--- src/rtl/lemming_pkg.sv ---
// Shared constants, move encoding and terrain-map helper for the lemming world model.
package lemming_pkg;

    localparam int COLS      = 16;
    localparam int HGT_W     = 4;
    localparam int MAX_DEPTH = (1 << HGT_W) - 1;
    localparam int MAX_COLS  = 256;
    localparam int MAP_W     = MAX_COLS * HGT_W;

    // Which movement rule fired on this edge; earlier entries take priority.
    typedef enum logic [2:0] {
        MV_SPAWN,
        MV_FALL,
        MV_DIG,
        MV_LEFT,
        MV_RIGHT,
        MV_HOLD
    } move_e;

    // Extracts the floor depth of column idx from a packed floor map (zero-extended to MAP_W).
    function automatic logic [HGT_W-1:0] col_floor(input logic [MAP_W-1:0] map,
                                                   input int unsigned    idx);
        return map[idx*HGT_W +: HGT_W];
    endfunction

endpackage

--- src/rtl/lemming_terrain_if.sv ---
// Walker <-> terrain signal bundle plus the terrain config write port.
interface lemming_terrain_if #(
    parameter int COL_W = 4,
    parameter int HGT_W = 4
);
    logic             walk_left;
    logic             walk_right;
    logic             aaah;
    logic             digging;
    logic             spawn;
    logic             cfg_we;
    logic [COL_W-1:0] cfg_col;
    logic [HGT_W-1:0] cfg_floor;
    logic             cfg_wall;
    logic             ground;
    logic             bump_left;
    logic             bump_right;
    logic [COL_W-1:0] pos_x;
    logic [HGT_W-1:0] pos_y;
    logic             at_exit;

    modport master (
        output walk_left, walk_right, aaah, digging, spawn,
        output cfg_we, cfg_col, cfg_floor, cfg_wall,
        input  ground, bump_left, bump_right, pos_x, pos_y, at_exit
    );

    modport slave (
        input  walk_left, walk_right, aaah, digging, spawn,
        input  cfg_we, cfg_col, cfg_floor, cfg_wall,
        output ground, bump_left, bump_right, pos_x, pos_y, at_exit
    );

endinterface

--- src/rtl/lemming_terrain_map.sv ---
// Per-column floor/wall register file: one write port (cfg over dig) and
// three combinational read ports around the lemming column.
module terrain_map #(
    parameter int                     COLS       = 16,
    parameter int                     COL_W      = 4,
    parameter int                     HGT_W      = 4,
    parameter logic [COLS*HGT_W-1:0]  FLOOR_INIT = '0,
    parameter logic [COLS-1:0]        WALL_INIT  = '0
) (
    input  logic             clk,
    input  logic             areset_n,
    input  logic             cfg_we_i,
    input  logic [COL_W-1:0] cfg_col_i,
    input  logic [HGT_W-1:0] cfg_floor_i,
    input  logic             cfg_wall_i,
    input  logic             dig_i,
    input  logic [COL_W-1:0] x_i,
    output logic [HGT_W-1:0] floor_l_o,
    output logic [HGT_W-1:0] floor_c_o,
    output logic [HGT_W-1:0] floor_r_o,
    output logic             wall_l_o,
    output logic             wall_r_o
);

    logic [HGT_W-1:0] floor_q [COLS];
    logic [HGT_W-1:0] floor_d [COLS];
    logic [COLS-1:0]  wall_q;
    logic [COLS-1:0]  wall_d;

    // NOTE: every always_comb output gets a default up front so no path can infer a latch.
    always_comb begin
        floor_d = floor_q;
        wall_d  = wall_q;
        if (dig_i) begin
            floor_d[x_i] = floor_q[x_i] + HGT_W'(1);
        end
        // Applied after the dig so a same-column config write wins.
        if (cfg_we_i && (int'(cfg_col_i) < COLS)) begin
            floor_d[cfg_col_i] = cfg_floor_i;
            wall_d[cfg_col_i]  = cfg_wall_i;
        end
    end

    // NOTE: this array is flops holding the preloaded terrain, not a RAM, so reset restores it.
    always_ff @(posedge clk or negedge areset_n) begin
        if (!areset_n) begin
            for (int c = 0; c < COLS; c++) begin
                floor_q[c] <= FLOOR_INIT[c*HGT_W +: HGT_W];
            end
            wall_q <= WALL_INIT;
        end else begin
            floor_q <= floor_d;
            wall_q  <= wall_d;
        end
    end

    // Reads past either end of the world look like a solid wall.
    always_comb begin
        floor_c_o = floor_q[x_i];
        floor_l_o = '0;
        wall_l_o  = 1'b1;
        floor_r_o = '0;
        wall_r_o  = 1'b1;
        if (x_i != '0) begin
            floor_l_o = floor_q[x_i - COL_W'(1)];
            wall_l_o  = wall_q[x_i - COL_W'(1)];
        end
        if (int'(x_i) < COLS - 1) begin
            floor_r_o = floor_q[x_i + COL_W'(1)];
            wall_r_o  = wall_q[x_i + COL_W'(1)];
        end
    end

endmodule

--- src/rtl/lemming_terrain.sv ---
// 1-D world model closing the loop with the Lemmings walker: tracks lemming
// position, applies movement/dig rules and feeds ground/bump back.
module lemming_terrain #(
    parameter int                     COLS       = lemming_pkg::COLS,
    parameter int                     COL_W      = $clog2(COLS),
    parameter int                     HGT_W      = lemming_pkg::HGT_W,
    parameter logic [COLS*HGT_W-1:0]  FLOOR_INIT = '0,
    parameter logic [COLS-1:0]        WALL_INIT  = '0,
    parameter int                     SPAWN_X    = 0,
    parameter int                     EXIT_X     = COLS - 1
) (
    input  logic               clk,
    input  logic               areset_n,
    lemming_terrain_if.slave   bus
);

    import lemming_pkg::*;

    localparam logic [HGT_W-1:0] BEDROCK = '1;

    logic [COL_W-1:0] x_q, x_d;
    logic [HGT_W-1:0] y_q, y_d;
    logic [HGT_W-1:0] floor_l, floor_c, floor_r;
    logic             wall_l, wall_r;
    logic             ground, bump_l, bump_r;
    move_e            move;

    terrain_map #(
        .COLS       (COLS),
        .COL_W      (COL_W),
        .HGT_W      (HGT_W),
        .FLOOR_INIT (FLOOR_INIT),
        .WALL_INIT  (WALL_INIT)
    ) u_map (
        .clk         (clk),
        .areset_n    (areset_n),
        .cfg_we_i    (bus.cfg_we),
        .cfg_col_i   (bus.cfg_col),
        .cfg_floor_i (bus.cfg_floor),
        .cfg_wall_i  (bus.cfg_wall),
        .dig_i       (move == MV_DIG),
        .x_i         (x_q),
        .floor_l_o   (floor_l),
        .floor_c_o   (floor_c),
        .floor_r_o   (floor_r),
        .wall_l_o    (wall_l),
        .wall_r_o    (wall_r)
    );

    // A shallower neighbour blocks like a wall; a deeper one is walked onto and fallen into.
    assign ground = (y_q == floor_c);
    assign bump_l = wall_l || (floor_l < y_q);
    assign bump_r = wall_r || (floor_r < y_q);

    always_comb begin
        move = MV_HOLD;
        if (bus.spawn) begin
            move = MV_SPAWN;
        end else if (bus.aaah && (y_q < floor_c)) begin
            move = MV_FALL;
        end else if (bus.digging && ground && (floor_c != BEDROCK)) begin
            move = MV_DIG;
        end else if (bus.walk_left && !bus.walk_right && !bump_l) begin
            move = MV_LEFT;
        end else if (bus.walk_right && !bus.walk_left && !bump_r) begin
            move = MV_RIGHT;
        end
    end

    // Falls only happen while y < floor <= BEDROCK, so y cannot overflow; bumps stop x wrapping.
    always_comb begin
        x_d = x_q;
        y_d = y_q;
        case (move)
            MV_SPAWN: begin
                x_d = COL_W'(SPAWN_X);
                y_d = '0;
            end
            MV_FALL:  y_d = y_q + HGT_W'(1);
            MV_LEFT:  x_d = x_q - COL_W'(1);
            MV_RIGHT: x_d = x_q + COL_W'(1);
            default:  ;
        endcase
    end

    always_ff @(posedge clk or negedge areset_n) begin
        if (!areset_n) begin
            x_q <= COL_W'(SPAWN_X);
            y_q <= '0;
        end else begin
            x_q <= x_d;
            y_q <= y_d;
        end
    end

    assign bus.ground     = ground;
    assign bus.bump_left  = bump_l;
    assign bus.bump_right = bump_r;
    assign bus.pos_x      = x_q;
    assign bus.pos_y      = y_q;
    assign bus.at_exit    = ground && (int'(x_q) == EXIT_X);

endmodule

--- src/flat_wrapper.sv ---
// flat-port wrapper written by rule: the top's interface ports become plain ports
module lemming_terrain_flat import lemming_pkg::*;
#(
    parameter int                     COLS       = lemming_pkg::COLS,
    parameter int                     COL_W      = $clog2(COLS),
    parameter int                     HGT_W      = lemming_pkg::HGT_W,
    parameter logic [COLS*HGT_W-1:0]  FLOOR_INIT = '0,
    parameter logic [COLS-1:0]        WALL_INIT  = '0,
    parameter int                     SPAWN_X    = 0,
    parameter int                     EXIT_X     = COLS - 1
)
  (clk, areset_n, bus_walk_left, bus_walk_right, bus_aaah, bus_digging, bus_spawn, bus_cfg_we, bus_cfg_col, bus_cfg_floor, bus_cfg_wall, bus_ground, bus_bump_left, bus_bump_right, bus_pos_x, bus_pos_y, bus_at_exit);
  lemming_terrain_if #(.COL_W(COL_W), .HGT_W(HGT_W)) bus_i ();
  input  logic clk;
  input  logic areset_n;
  input wire logic [$bits(bus_i.walk_left)-1:0] bus_walk_left;
  input wire logic [$bits(bus_i.walk_right)-1:0] bus_walk_right;
  input wire logic [$bits(bus_i.aaah)-1:0] bus_aaah;
  input wire logic [$bits(bus_i.digging)-1:0] bus_digging;
  input wire logic [$bits(bus_i.spawn)-1:0] bus_spawn;
  input wire logic [$bits(bus_i.cfg_we)-1:0] bus_cfg_we;
  input wire logic [$bits(bus_i.cfg_col)-1:0] bus_cfg_col;
  input wire logic [$bits(bus_i.cfg_floor)-1:0] bus_cfg_floor;
  input wire logic [$bits(bus_i.cfg_wall)-1:0] bus_cfg_wall;
  output wire logic [$bits(bus_i.ground)-1:0] bus_ground;
  output wire logic [$bits(bus_i.bump_left)-1:0] bus_bump_left;
  output wire logic [$bits(bus_i.bump_right)-1:0] bus_bump_right;
  output wire logic [$bits(bus_i.pos_x)-1:0] bus_pos_x;
  output wire logic [$bits(bus_i.pos_y)-1:0] bus_pos_y;
  output wire logic [$bits(bus_i.at_exit)-1:0] bus_at_exit;
  assign bus_i.walk_left = bus_walk_left;
  assign bus_i.walk_right = bus_walk_right;
  assign bus_i.aaah = bus_aaah;
  assign bus_i.digging = bus_digging;
  assign bus_i.spawn = bus_spawn;
  assign bus_i.cfg_we = bus_cfg_we;
  assign bus_i.cfg_col = bus_cfg_col;
  assign bus_i.cfg_floor = bus_cfg_floor;
  assign bus_i.cfg_wall = bus_cfg_wall;
  assign bus_ground = bus_i.ground;
  assign bus_bump_left = bus_i.bump_left;
  assign bus_bump_right = bus_i.bump_right;
  assign bus_pos_x = bus_i.pos_x;
  assign bus_pos_y = bus_i.pos_y;
  assign bus_at_exit = bus_i.at_exit;
  lemming_terrain #(.COLS(COLS), .COL_W(COL_W), .HGT_W(HGT_W), .FLOOR_INIT(FLOOR_INIT), .WALL_INIT(WALL_INIT), .SPAWN_X(SPAWN_X), .EXIT_X(EXIT_X)) u_core (.clk(clk), .areset_n(areset_n), .bus(bus_i));
endmodule
--- config.mk ---
export PLATFORM = sky130hd
export DESIGN_NAME = lemming_terrain_flat
export DESIGN_NICKNAME = d
export VERILOG_FILES = /design/src/rtl/lemming_pkg.sv /design/src/rtl/lemming_terrain_if.sv /design/src/rtl/lemming_terrain_map.sv /design/src/rtl/lemming_terrain.sv /design/src/flat_wrapper.sv
export SDC_FILE = /design/constraint.sdc
export NUM_CORES = 1
export LEC_CHECK = 0
export BUFFER_PORTS_ARGS = -buffer_cell sky130_fd_sc_hd__buf_4
export CORE_MARGIN = 5
export CORE_UTILIZATION = 34
export CTS_BUF_LIST = sky130_fd_sc_hd__clkbuf_16
export DETAILED_ROUTE_END_ITERATION = 8
export PLACE_DENSITY = 0.52
export SLEW_MARGIN = 40
export SYNTH_ARGS = -nofsm -noshare
export SYNTH_HDL_FRONTEND = slang
export SYNTH_HIERARCHICAL = 1
export SYNTH_SLANG_ARGS = --single-unit
--- constraint.sdc ---
create_clock -name clk -period 8.53 [get_ports clk]
set_input_delay 0 -clock clk [delete_from_list [all_inputs] [get_ports clk]]
set_output_delay 0 -clock clk [all_outputs]
set_load 0.02 [all_outputs]
==> results of run 1 <==
[worst max path at each step]
stage                                    start                               to  slack (ns)  cells after the start
6_report       u_core/bus.pos_x[1]$_DFFE_PN0P_  u_core/bus.pos_x[3]$_DFFE_PN0P_        2.88                     19
5_1_grt        u_core/bus.pos_x[1]$_DFFE_PN0P_  u_core/bus.pos_x[3]$_DFFE_PN0P_        2.49                     19
4_1_cts        u_core/bus.pos_x[1]$_DFFE_PN0P_  u_core/bus.pos_x[3]$_DFFE_PN0P_        2.87                     19
3_5_place_dp   u_core/bus.pos_x[1]$_DFFE_PN0P_  u_core/bus.pos_x[3]$_DFFE_PN0P_        2.89                     19
3_3_place_gp   u_core/bus.pos_x[1]$_DFFE_PN0P_  u_core/bus.pos_x[3]$_DFFE_PN0P_        3.00                     19
2_1_floorplan  u_core/bus.pos_x[0]$_DFFE_PN0P_  u_core/bus.pos_x[3]$_DFFE_PN0P_        2.24                     24
[registers in the layout (all words and copies together) (netlist names)]
| signal | flops |
|---|---|
| u_core/bus.pos_x | 4 |
| u_core/bus.pos_y | 4 |
| u_core/u_map/floor_q | 64 |
| u_core/u_map/wall_q | 16 |
[cells in the final DEF (no fill, tap or decap), types with 5 or more instances in the layout]
master / n
sky130_fd_sc_hd__a211oi_1: 8
sky130_fd_sc_hd__nor2_1: 38
sky130_fd_sc_hd__nor2_2: 10
sky130_fd_sc_hd__and3_1: 6
sky130_fd_sc_hd__nand2_1: 70
sky130_fd_sc_hd__mux2_2: 16
sky130_fd_sc_hd__inv_1: 25
sky130_fd_sc_hd__and3b_1: 5
sky130_fd_sc_hd__a21o_1: 5
sky130_fd_sc_hd__a21oi_1: 24
sky130_fd_sc_hd__or3_1: 17
sky130_fd_sc_hd__dfrtp_1: 87
sky130_fd_sc_hd__o311ai_0: 15
sky130_fd_sc_hd__nor2b_1: 13
sky130_fd_sc_hd__o31ai_1: 15
sky130_fd_sc_hd__o211ai_2: 11
sky130_fd_sc_hd__nand4b_1: 7
sky130_fd_sc_hd__nor3_1: 10
sky130_fd_sc_hd__a221oi_1: 8
sky130_fd_sc_hd__mux4_2: 55
sky130_fd_sc_hd__mux2i_1: 39
sky130_fd_sc_hd__o21ai_0: 44
sky130_fd_sc_hd__nand2b_1: 12
sky130_fd_sc_hd__nand3_1: 14
sky130_fd_sc_hd__ha_1: 18
sky130_fd_sc_hd__clkbuf_16: 9
sky130_fd_sc_hd__o211ai_1: 5
sky130_fd_sc_hd__buf_4: 38
[stage by stage]
step | util [%] | power, uW | cell area (um2)
2_1_floorplan | - | 1580 | 7130
3_3_place_gp | 35.8 | 1920 | 7460
3_5_place_dp | 36.0 | 1940 | 7490
4_1_cts | 37.5 | 2350 | 7810
5_1_grt | 37.6 | 2490 | 7840
6_report | 37.6 | 2350 | 7840
[cell type report]
class,count,area [um2],area share [%]
clock inverter,7,56.3,0.718
multi-input combinational,520,4570,58.3
timing repair buffer,44,348,4.44
inverter,23,86.3,1.10
tap,275,344,4.39
sequential,88,2210,28.1
clock buffer,9,225,2.87
[power groups by stage]
stage | Clock [uW] | Combinational (uW) | Sequential [uW]
after detailed placement | 0 | 1280 | 658
after floorplan | 0 | 969 | 610
after global routing | 420 | 1400 | 668
final | 396 | 1300 | 655
after global placement | 0 | 1270 | 652
after CTS | 408 | 1290 | 651
[worst max-delay path, delay by kind of cell (launching register included)]
| family | cells | cell delay, ns |
|---|---|---|
| compound gates | 7 | 1.21 |
| fa+ha+maj | 3 | 1.23 |
| buf+inv | 3 | 0.94 |
| flops | 1 | 0.33 |
| mux | 2 | 0.90 |
| simple gates | 4 | 0.89 |
[routing by layer]
layer,track usage (%),part of all wire [%],vias up
met3,4.70,7.3,46
met5,0,0,-
met1,26.2,42,3007
met2,29.7,47,265
met4,7.19,2.9,0
li1,-,-,2608
[cells by family after synthesis]
family / after synthesis / synth area share, %
DFF: 88 / 30.9
and+or+nand+nor: 226 / 16.2
buffers and inverters: 91 / 5.79
adders and majority gates: 20 / 3.62
AOI/OAI and AO/OA: 151 / 15.3
muxes: 117 / 27.5
xor gates and xnor gates: 6 / 0.737
==> flow_summary.rst, run 1 <==
.. list-table::
   :header-rows: 1

   * - Metric
     - Value
   * - Run status
     - finished clean
   * - HP Class
     - input pin to flip-flop
   * - Placement Setup Slack
     - 2.89 ns
   * - PnR worst setup slack
     - 2.88 ns
   * - Clock skew
     - 0.00790 ns
   * - Seq/Total Area, Yosys
     - 30.9%
   * - Ys async rst share
     - 100%
   * - Fin crit share
     - 66.3%
   * - Area growth from synthesis to layout
     - 9.99%
   * - Data required time at the worst endpoint
     - 8.77 ns
   * - Site row count
     - 53
   * - Max FO, Critical Path
     - 26
   * - Fill cells
     - 2058
   * - Max Clock Freq
     - 177 MHz
   * - Cell-internal power
     - 1290 uW
   * - Hold Buf Count CTS
     - 4
   * - Reg2Reg Setup Slack
     - 2.88 ns
   * - Part of the power in the clock network
     - 16.8%
   * - Slowest cell on the critical path
     - sky130_fd_sc_hd__ha_2
   * - HPWL Detailed
     - 16100 um
   * - Final setup violation count
     - 0
   * - Cells traversed along the worst timing path
     - buf_4 -> inv_1 -> ha_2 -> buf_4 -> mux4_2 -> nor2b_1 -> a211oi_1 -> a221oi_1 -> ha_1 -> o21ai_0 -> a21oi_1 -> nand3_2 -> or3_4 -> ha_1 -> a21o_1 -> a21o_1 -> nand4b_1 -> a21oi_1 -> mux2_2
   * - Initial core utilization
     - 34.2%
   * - Worst hold start
     - bus_cfg_floor[2]
   * - Most numerous cell in the Yosys netlist
     - sky130_fd_sc_hd__dfrtp_1
   * - Number of storage elements in the synthesis netlist
     - 88
   * - Maximum number of pins on one net before global-route repair
     - 66
   * - Final routed DRC violation total
     - 0
   * - Overall routed net length
     - 22600 um
   * - Unrepaired setup endpoints after global routing
     - no
   * - Share of the synthesized area in the top cell type
     - 30.9%
   * - Hold violation total from the final report
     - 0
   * - Global-route wire length before repair
     - 35500 um
   * - Slew Limit Fails
     - 0
   * - Highest ir drop seen on vdd
     - 0.000203 V
   * - Worst r2r src
     - u_core/bus.pos_x[1]$_DFFE_PN0P_
   * - DIE HEIGHT
     - 155 um
   * - Final RePlAce weighted congestion
     - 0.876
   * - Share of power burned in registers
     - 27.9%
   * - Avg Vias per Cell
     - 6.13
   * - Total net switching power
     - 1060 uW
   * - Leakage
     - 0.00316 uW
   * - Gates resized, CTS repair
     - 0
   * - Port Buffers
     - 28
   * - Layout net count
     - 723
   * - Synthesized instance count
     - 699
   * - CTS tree
     - done
   * - Measured slew at the worst slew-check pin
     - 0.876 ns
   * - Critical Path Sink Type
     - flip-flop
   * - Switch share
     - 45.3%
   * - Count of flip-flops with a built-in enable after synthesis
     - 0
   * - Clock slew at reported path FFs
     - 0.07 ns
   * - Number of design-rule violations left by the first detailed-router iteration
     - 698
   * - Pwr dens
     - 300 nW/um2
   * - Most instantiated cells after synthesis
     - 88 x sky130_fd_sc_hd__dfrtp_1, 70 x sky130_fd_sc_hd__nand2_1, 55 x sky130_fd_sc_hd__mux4_2
   * - Critical path startpoint category
     - flip-flop
   * - Total setup buffers inserted after CTS
     - 0
   * - Share of cells above drive strength 1
     - 24.0%
   * - Number of nets with antenna violations after routing
     - 0
   * - Largest cells by area after synthesis
     - sky130_fd_sc_hd__dfrtp_1 31%, sky130_fd_sc_hd__mux4_2 17%, sky130_fd_sc_hd__mux2i_1 5.5%, sky130_fd_sc_hd__nand2_1 3.7%, sky130_fd_sc_hd__ha_1 3.3%
   * - Total number of clock tree sinks
     - 88
   * - Detailed-routing iteration count for the pre-antenna-repair pass
     - 5
   * - Net count after synthesis
     - 736
   * - Via count of the first global-routing pass
     - 5782
   * - Hold endpoint
     - u_core/u_map/floor_q[50]$_DFF_PN0_
   * - MaxCap Viol Count
     - 0
   * - Cell count after placement
     - 946
   * - Count of non-filler cells in the finished layout
     - 966
   * - Netlist area before placement
     - 7130 um2
   * - Final period demand of the worst path
     - 5.65 ns
   * - H-tree depth
     - 3
   * - Library cell with the largest summed area after synthesis
     - sky130_fd_sc_hd__dfrtp_1
   * - Area of the placeable core
     - 20800 um2
   * - Worst-skew pair later-pin latency
     - 0.35 ns
   * - Total die area
     - 24000 um2
   * - Netlist cell types
     - 57
   * - Vias
     - 5926
   * - Detailed-route wire length per cell
     - 23.4 um
   * - Accumulated negative setup slack
     - 0 ns
   * - Avg Synthesized Cell Area
     - 10.2 um2
   * - Bufs on Longest Clock Path
     - 2
   * - Number of warnings printed during yosys synthesis
     - 6
   * - Worst hold path stage count
     - 3
   * - Antenna violations before repair
     - 0
   * - Clock root cell
     - sky130_fd_sc_hd__clkbuf_16
   * - Largest stage delay on the critical path
     - 0.62 ns
   * - Crit Path Category
     - flip-flop to flip-flop
   * - Count of cells along the worst register-to-register path
     - 19
   * - Combinational Power Share
     - 55.3%
   * - Clock buffer count from CTS
     - 9
   * - Overall overflow remaining after global route
     - 0
   * - Destination of the worst register-to-register timing path
     - u_core/bus.pos_x[3]$_DFFE_PN0P_
   * - Total I/O pin count
     - 29
   * - All-layer global routing usage
     - 19.2%
   * - Signal arrival time at the worst endpoint
     - 5.89 ns
   * - Worst slew margin relative to its limit
     - 41.6%
   * - Post-synth top flop
     - sky130_fd_sc_hd__dfrtp_1
   * - Hold slack
     - 0.0231 ns
   * - Width of the chip
     - 155 um
   * - Antenna diode count
     - 0
No activity file was read; power rests on OpenSTA's default activity.
==> inputs of run 2 (changes only) <==
==> constraint.sdc (replaced) <==
create_clock -name clk -period 5.6 [get_ports clk]
set_input_delay 0 -clock clk [delete_from_list [all_inputs] [get_ports clk]]
set_output_delay 0 -clock clk [all_outputs]
set_load 0.02 [all_outputs]
==> flow_summary.rst, run 2 (synthesis results as in run 1) <==
.. list-table::
   :header-rows: 1

   * - Metric
     - Value
   * - Destination of the worst register-to-register timing path
     - u_core/bus.pos_x[3]$_DFFE_PN0P_
   * - Signal arrival time at the worst endpoint
     - 5.57 ns (-0.32 ns)
   * - All-layer global routing usage
     - 18.3% (-0.84 points)
   * - Total I/O pin count
     - 29 (unchanged)
   * - Final setup violation count
     - 0 (unchanged)
   * - Max Clock Freq
     - 188 MHz (+6.2%)
   * - Fill cells
     - 2037 (-1.0%)
   * - PnR worst setup slack
     - 0.278 ns (-2.60 ns)
   * - Pwr dens
     - 461 nW/um2 (+54%)
   * - Area of the placeable core
     - 20800 um2 (unchanged)
   * - Total number of clock tree sinks
     - 88 (unchanged)
   * - Overall overflow remaining after global route
     - 0 (unchanged)
   * - Reg2Reg Setup Slack
     - 0.28 ns (-2.60 ns)
   * - Critical path startpoint category
     - flip-flop
   * - Clock root cell
     - sky130_fd_sc_hd__clkbuf_16
   * - Worst r2r src
     - u_core/bus.pos_x[0]$_DFFE_PN0P_
   * - Max FO, Critical Path
     - 65 (+150%)
   * - Final routed DRC violation total
     - 0 (unchanged)
   * - Clock buffer count from CTS
     - 9 (unchanged)
   * - Largest register by flop count
     - u_core/u_map/floor_q
   * - Crit Path Category
     - flip-flop to flip-flop
   * - Fin crit share
     - 95.0% (+29 points)
   * - Antenna violations before repair
     - 0 (unchanged)
   * - Critical Path Sink Type
     - flip-flop
   * - Layout net count
     - 728 (+0.69%)
   * - Run status
     - finished clean
   * - Total net switching power
     - 1670 uW (+57%)
   * - Highest ir drop seen on vdd
     - 0.000253 V (+25%)
   * - Final period demand of the worst path
     - 5.32 ns (-0.330 ns)
   * - Final RePlAce weighted congestion
     - 0.894 (+2.1%)
   * - Avg Vias per Cell
     - 6.09 (-0.77%)
   * - Hold violation total from the final report
     - 0 (unchanged)
   * - Part of the power in the clock network
     - 16.0% (-0.8 points)
   * - Accumulated negative setup slack
     - 0 ns (unchanged)
   * - Cell-internal power
     - 1960 uW (+52%)
   * - Area growth from synthesis to layout
     - 10.3%
   * - Count of cells along the worst register-to-register path
     - 15 (-4)
   * - Unrepaired setup endpoints after global routing
     - no
   * - Leading registers by flop count
     - u_core/u_map/floor_q x64, u_core/u_map/wall_q x16
   * - Combinational Power Share
     - 56.7% (+1.4 points)
   * - Share of cells above drive strength 1
     - 24.4% (+0.40 points)
   * - Vias
     - 5911 (-0.25%)
   * - Width of the chip
     - 155 um (unchanged)
   * - DIE HEIGHT
     - 155 um (unchanged)
   * - Worst-skew pair later-pin latency
     - 0.36 ns (about the same)
   * - Launching instance or port of the critical path
     - u_core/bus.pos_x[0]$_DFFE_PN0P_
   * - Number of flip-flops in the largest register
     - 64 (unchanged)
   * - Site row count
     - 53 (unchanged)
   * - Most frequent standard cell in the layout excluding fill and tap cells
     - sky130_fd_sc_hd__dfrtp_1
   * - HP Class
     - input pin to flip-flop
   * - CTS tree
     - done
   * - Global-route wire length before repair
     - 34300 um (-3.3%)
   * - Port Buffers
     - 28 (unchanged)
   * - Clock skew
     - 0.0127 ns (+0.00478 ns)
   * - Leakage
     - 0.00317 uW (+0.17%)
   * - Number of nets with antenna violations after routing
     - 0 (unchanged)
   * - Detailed-route wire length per cell
     - 22.7 um (-3.2%)
   * - Placement Setup Slack
     - 0.388 ns (-2.50 ns)
   * - Antenna diode count
     - 0 (unchanged)
   * - Bufs on Longest Clock Path
     - 2 (unchanged)
   * - Last element of the critical path
     - u_core/bus.pos_x[3]$_DFFE_PN0P_
   * - Overall routed net length
     - 22000 um (-2.7%)
   * - Worst slew margin relative to its limit
     - 41.0% (-0.60 points)
   * - Maximum number of pins on one net before global-route repair
     - 66 (unchanged)
   * - Share of power burned in registers
     - 27.3% (-0.6 points)
   * - Initial core utilization
     - 34.2% (unchanged)
   * - Number of design-rule violations left by the first detailed-router iteration
     - 609 (-13%)
   * - HPWL Detailed
     - 15800 um (-1.4%)
   * - Clock slew at reported path FFs
     - 0.07 ns (about the same)
   * - Total die area
     - 24000 um2 (unchanged)
   * - Switch share
     - 45.9% (+0.67 points)
   * - Data required time at the worst endpoint
     - 5.85 ns (-2.92 ns)
   * - Measured slew at the worst slew-check pin
     - 0.882 ns (+0.00658 ns)
   * - Detailed-routing iteration count for the pre-antenna-repair pass
     - 5 (unchanged)
   * - H-tree depth
     - 3 (unchanged)
   * - Gates resized, CTS repair
     - 0 (unchanged)
   * - Slew Limit Fails
     - 0 (unchanged)
   * - Via count of the first global-routing pass
     - 5828 (+0.80%)
   * - Leading cell types in the layout, fill and taps excluded
     - 87 x sky130_fd_sc_hd__dfrtp_1, 70 x sky130_fd_sc_hd__nand2_1, 55 x sky130_fd_sc_hd__mux4_2
   * - MaxCap Viol Count
     - 0 (unchanged)
   * - Final core utilization
     - 37.8% (+0.11 points)
run 2: cell count changes in the layout (fill, tap and decap cells not counted), moves of 2 or more:
cell / change
sky130_fd_sc_hd__buf_12: +2
sky130_fd_sc_hd__nor2_2: -5
sky130_fd_sc_hd__clkinvlp_4: +4
sky130_fd_sc_hd__buf_4: +5
sky130_fd_sc_hd__nor2_1: +5
sky130_fd_sc_hd__inv_1: -2
sky130_fd_sc_hd__clkinv_1: -2
run 2: final cells by class:
| cell class | count | area, um2 | share of cell area (%) |
|---|---|---|---|
| Clock inverter | 7 | 50.0 | 0.637 |
| Sequential cell | 88 | 2210 | 28.1 |
| Clock buffer | 9 | 225 | 2.86 |
| Timing Repair Buffer | 49 | 404 | 5.14 |
| Tap cell | 275 | 344 | 4.38 |
| Multi-Input combinational cell | 520 | 4550 | 57.8 |
| Inverter | 23 | 86.3 | 1.10 |
run 2: how the worst min path moves through the flow:
stage	from	to	depth (start not counted)	slack (ns)
3_5_place_dp	areset_n	u_core/bus.pos_x[2]$_DFFE_PN0P_	1	-0.02
4_1_cts	bus_cfg_floor[2]	u_core/u_map/floor_q[26]$_DFF_PN0_	3	0.001
3_3_place_gp	areset_n	u_core/bus.pos_x[2]$_DFFE_PN0P_	1	-0.02
6_report	bus_cfg_floor[2]	u_core/u_map/floor_q[26]$_DFF_PN0_	3	0.01
5_1_grt	bus_cfg_floor[0]	u_core/u_map/floor_q[44]$_DFF_PN0_	3	0.007
2_1_floorplan	areset_n	u_core/bus.pos_x[0]$_DFFE_PN0P_	0	-0.30
run 2: metal layers:
layer  wire length [um]  up-vias  global-route usage (%)  part of all wire (%)
met1               9810     2990                    26.0                    45
met2              10300      248                    29.3                    47
met4                522        0                    5.17                   2.4
met5                  0        -                       0                     0
met3               1350       44                    2.80                   6.1
li1                   -     2629                       -                     -
run 2: timing repair:
item,in CTS,in global routing
buffers inserted,0,0
hold endpoints to repair,34,0
hold buffers,3,0
run 2: worst max-delay path, stage by stage (launching register included):
cell and delay (ns):
sky130_fd_sc_hd__dfrtp_4 0.43, sky130_fd_sc_hd__buf_12 0.35, sky130_fd_sc_hd__ha_1 0.60, sky130_fd_sc_hd__xor2_1 0.75, sky130_fd_sc_hd__inv_1 0.16, sky130_fd_sc_hd__mux4_2 0.54, sky130_fd_sc_hd__a21o_1 0.18, sky130_fd_sc_hd__a21oi_1 0.24
sky130_fd_sc_hd__nand3_2 0.16, sky130_fd_sc_hd__or3_4 0.41, sky130_fd_sc_hd__ha_1 0.29, sky130_fd_sc_hd__a21o_1 0.18, sky130_fd_sc_hd__a21o_1 0.18, sky130_fd_sc_hd__nand4b_1 0.17, sky130_fd_sc_hd__a21oi_1 0.16, sky130_fd_sc_hd__mux2_2 0.34
run 2: per-stage QoR:
stage / power [uW] / area (um2) / hold WS [ns] / cells
2_1_floorplan: 2410 / 7140 / -0.296 / 699
3_3_place_gp: 2980 / 7530 / -0.0235 / 952
3_5_place_dp: 3030 / 7540 / -0.0215 / 952
4_1_cts: 3620 / 7840 / 0.000981 / 971
5_1_grt: 3840 / 7860 / 0.00700 / 971
6_report: 3630 / 7860 / 0.0103 / 971
run 2: power by group through the flow:
| stage | clock network [uW] | logic, uW | registers [uW] |
|---|---|---|---|
| after global placement | 0 | 2000 | 986 |
| after floorplan | 0 | 1490 | 929 |
| after global routing | 627 | 2200 | 1010 |
| after detailed placement | 0 | 2040 | 998 |
| after CTS | 594 | 2040 | 987 |
| final | 582 | 2050 | 989 |
==> inputs of run 3 (changes only) <==
--- a/config.mk
+++ b/config.mk
@@ -7,10 +7,10 @@
 export LEC_CHECK = 0
 export BUFFER_PORTS_ARGS = -buffer_cell sky130_fd_sc_hd__buf_4
 export CORE_MARGIN = 5
-export CORE_UTILIZATION = 34
+export CORE_UTILIZATION = 30
 export CTS_BUF_LIST = sky130_fd_sc_hd__clkbuf_16
 export DETAILED_ROUTE_END_ITERATION = 8
-export PLACE_DENSITY = 0.52
+export PLACE_DENSITY = 0.48
 export SLEW_MARGIN = 40
 export SYNTH_ARGS = -nofsm -noshare
 export SYNTH_HDL_FRONTEND = slang
==> flow_summary.rst, run 3 (synthesis results as in run 1) <==
.. list-table::
   :header-rows: 1

   * - Metric
     - Value
   * - Worst hold start
     - bus_cfg_floor[0]
   * - HPWL Detailed
     - 16400 um (+3.5%)
   * - Width of the chip
     - 164 um (+6.0%)
   * - Max FO, Critical Path
     - 65 (unchanged)
   * - Measured slew at the worst slew-check pin
     - 0.878 ns (-0.00433 ns)
   * - Initial core utilization
     - 30.5% (-3.8 points)
   * - Slowest cell on the critical path
     - sky130_fd_sc_hd__xor2_1
   * - Worst-skew pair later-pin latency
     - 0.35 ns (about the same)
   * - Clock root cell
     - sky130_fd_sc_hd__clkbuf_16
   * - Via count of the first global-routing pass
     - 5859 (+0.53%)
   * - H-tree depth
     - 3 (unchanged)
   * - Bufs on Longest Clock Path
     - 2 (unchanged)
   * - Final routed DRC violation total
     - 0 (unchanged)
   * - Cell count after placement
     - 997 (+4.7%)
   * - Detailed-route wire length per cell
     - 22.6 um (-0.33%)
   * - Total die area
     - 26900 um2 (+12%)
   * - Leakage
     - 0.00320 uW (+1.1%)
   * - Crit Path Category
     - flip-flop to flip-flop
   * - All-layer global routing usage
     - 17.5% (-0.81 points)
   * - Number of design-rule violations left by the first detailed-router iteration
     - 516 (-15%)
   * - Share of cells above drive strength 1
     - 24.7% (+0.25 points)
   * - Site row count
     - 56 (+5.7%)
   * - Count of cells along the worst register-to-register path
     - 15 (unchanged)
   * - Fill cells
     - 2378 (+17%)
   * - Count of non-filler cells in the finished layout
     - 1016 (+4.6%)
   * - Hold Buf Count CTS
     - 3 (unchanged)
   * - Total setup buffers inserted after CTS
     - 0 (unchanged)
   * - Crit path depth
     - 15 (unchanged)
   * - Unrepaired setup endpoints after global routing
     - no
   * - Placement Setup Slack
     - 0.613 ns (+0.225 ns)
   * - HP Class
     - input pin to flip-flop
   * - Area growth from synthesis to layout
     - 11.4%
   * - Run status
     - finished clean
   * - Number of nets with antenna violations after routing
     - 0 (unchanged)
   * - Worst slew margin relative to its limit
     - 41.5% (+0.49 points)
   * - Avg Vias per Cell
     - 5.83 (-4.2%)
   * - Area of the placeable core
     - 23400 um2 (+12%)
   * - Leading registers by flop count
     - u_core/u_map/floor_q x64, u_core/u_map/wall_q x16
   * - Critical path startpoint category
     - flip-flop
   * - Number of flip-flops in the largest register
     - 64 (unchanged)
   * - Combined buffer and inverter count along the critical path
     - 2 (unchanged)
   * - CTS tree
     - done
   * - Total I/O pin count
     - 29 (unchanged)
   * - Data required time at the worst endpoint
     - 5.84 ns (about the same)
   * - Last element of the critical path
     - u_core/bus.pos_x[3]$_DFFE_PN0P_
   * - Hold violation total from the final report
     - 0 (unchanged)
   * - DIE HEIGHT
     - 164 um (+6.0%)
   * - Final RePlAce weighted congestion
     - 0.884 (-1.1%)
   * - Port Buffers
     - 28 (unchanged)
   * - Detailed-routing iteration count for the pre-antenna-repair pass
     - 7 (+2)
   * - Signal arrival time at the worst endpoint
     - 5.27 ns (-0.30 ns)
   * - Overall routed net length
     - 23000 um (+4.3%)
   * - Clock slew at reported path FFs
     - 0.07 ns (about the same)
   * - Cell family with the largest share of critical-path delay
     - compound AO/OA/AOI/OAI gates
   * - Global-route wire length before repair
     - 36000 um (+5.0%)
   * - Largest stage delay on the critical path
     - 0.63 ns (-0.12 ns)
   * - Clock buffer count from CTS
     - 9 (unchanged)
   * - PnR worst setup slack
     - 0.561 ns (+0.284 ns)
   * - Most frequent standard cell in the layout excluding fill and tap cells
     - sky130_fd_sc_hd__dfrtp_1
   * - Largest register by flop count
     - u_core/u_map/floor_q
   * - Launching instance or port of the critical path
     - u_core/bus.pos_x[0]$_DFFE_PN0P_
   * - Worst r2r src
     - u_core/bus.pos_x[0]$_DFFE_PN0P_
   * - Antenna diode count
     - 0 (unchanged)
   * - Gates resized, CTS repair
     - 0 (unchanged)
   * - Highest ir drop seen on vdd
     - 0.000238 V (-5.9%)
   * - Accumulated negative setup slack
     - 0 ns (unchanged)
   * - Total number of clock tree sinks
     - 88 (unchanged)
   * - Final period demand of the worst path
     - 5.04 ns (-0.284 ns)
   * - Overall power after layout
     - 3700 uW (+2.0%)
   * - Leading cell types in the layout, fill and taps excluded
     - 87 x sky130_fd_sc_hd__dfrtp_1, 70 x sky130_fd_sc_hd__nand2_1, 55 x sky130_fd_sc_hd__mux4_2
   * - Vias
     - 5925 (+0.24%)
   * - MaxCap Viol Count
     - 0 (unchanged)
   * - Pwr dens
     - 466 nW/um2 (+1.0%)
   * - Overall overflow remaining after global route
     - 0 (unchanged)
   * - Reg2Reg Setup Slack
     - 0.56 ns (+0.28 ns)
   * - Fin crit share
     - 90.0% (-5.1 points)
   * - Max Clock Freq
     - 198 MHz (+5.6%)
   * - Hold slack
     - 0.0276 ns (+0.0172 ns)
   * - Destination of the worst register-to-register timing path
     - u_core/bus.pos_x[3]$_DFFE_PN0P_
   * - Layout net count
     - 729 (+0.14%)
   * - Critical Path Sink Type
     - flip-flop
   * - Final setup violation count
     - 0 (unchanged)
   * - Antenna violations before repair
     - 0 (unchanged)
   * - Maximum number of pins on one net before global-route repair
     - 66 (unchanged)
   * - Worst path most repeated cell
     - sky130_fd_sc_hd__a21o_1
   * - Slew Limit Fails
     - 0 (unchanged)
   * - Clock skew
     - 0.00751 ns (-0.00517 ns)
   * - Cells traversed along the worst timing path
     - buf_12 -> ha_1 -> xor2_1 -> inv_1 -> mux4_2 -> a21o_1 -> a21oi_1 -> nand3_2 -> or3_4 -> ha_1 -> a21o_1 -> a21o_1 -> nand4b_1 -> a21oi_1 -> mux2_2
## run 3: changes by cell type in the layout (fill, tap and decap cells not counted), moves of 2 or more
cell / previous run / this run
sky130_fd_sc_hd__inv_1: 23 / 26
sky130_fd_sc_hd__nor2_2: 5 / 8
sky130_fd_sc_hd__nor2_1: 43 / 40
sky130_fd_sc_hd__nor3_2: 4 / 2
sky130_fd_sc_hd__clkinvlp_4: 5 / 1
sky130_fd_sc_hd__buf_4: 43 / 45
## run 3: how the worst min path moves through the flow
stage                                              end  cells after the start
global placement       u_core/bus.pos_x[2]$_DFFE_PN0P_                      1
finish              u_core/u_map/floor_q[12]$_DFF_PN0_                      3
detailed placement     u_core/bus.pos_x[1]$_DFFE_PN0P_                      1
global route        u_core/u_map/floor_q[30]$_DFF_PN0_                      3
CTS                 u_core/u_map/floor_q[50]$_DFF_PN0_                      3
floorplan              u_core/bus.pos_x[0]$_DFFE_PN0P_                      0
## run 3: worst reg2reg max path: stages (launching register included)
cell and delay [ns]:
sky130_fd_sc_hd__dfrtp_4 0.42, sky130_fd_sc_hd__buf_12 0.36, sky130_fd_sc_hd__ha_1 0.53, sky130_fd_sc_hd__xor2_1 0.63, sky130_fd_sc_hd__inv_1 0.15, sky130_fd_sc_hd__mux4_2 0.47
sky130_fd_sc_hd__a21o_1 0.18, sky130_fd_sc_hd__a21oi_1 0.29, sky130_fd_sc_hd__nand3_2 0.17, sky130_fd_sc_hd__or3_4 0.41, sky130_fd_sc_hd__ha_1 0.29, sky130_fd_sc_hd__a21o_1 0.18
sky130_fd_sc_hd__a21o_1 0.19, sky130_fd_sc_hd__nand4b_1 0.17, sky130_fd_sc_hd__a21oi_1 0.15, sky130_fd_sc_hd__mux2_2 0.35
## run 3: layout make-up
class                      instances  area [um2]  area share, %
timing repair buffer              50         399           5.03
clock buffer                       9         225           2.84
inverter                          23        86.3           1.09
tap                              319         399           5.03
multi-input combinational        520        4570           57.5
clock inverter                     7        57.6          0.725
sequential                        88        2210           27.8
## run 3: per-stage QoR
stage	instance area, um2	util, %
6_report	7940	33.9
5_1_grt	7940	33.9
4_1_cts	7930	33.9
3_5_place_dp	7610	32.5
3_3_place_gp	7580	32.4
2_1_floorplan	7140	-
## run 3: per-layer routing
metal	global-route usage (%)	routed length [um]
met5	0	0
met4	5.83	527
met3	2.33	1390
met2	28.4	10900
met1	24.3	10100
## run 3: report_power, final
group / total (uW) / internal [uW] / switching [uW]
Sequential: 989 / 798 / 191
Clock: 604 / 339 / 265
Combinational: 2110 / 861 / 1250
Total: 3700 / 2000 / 1700
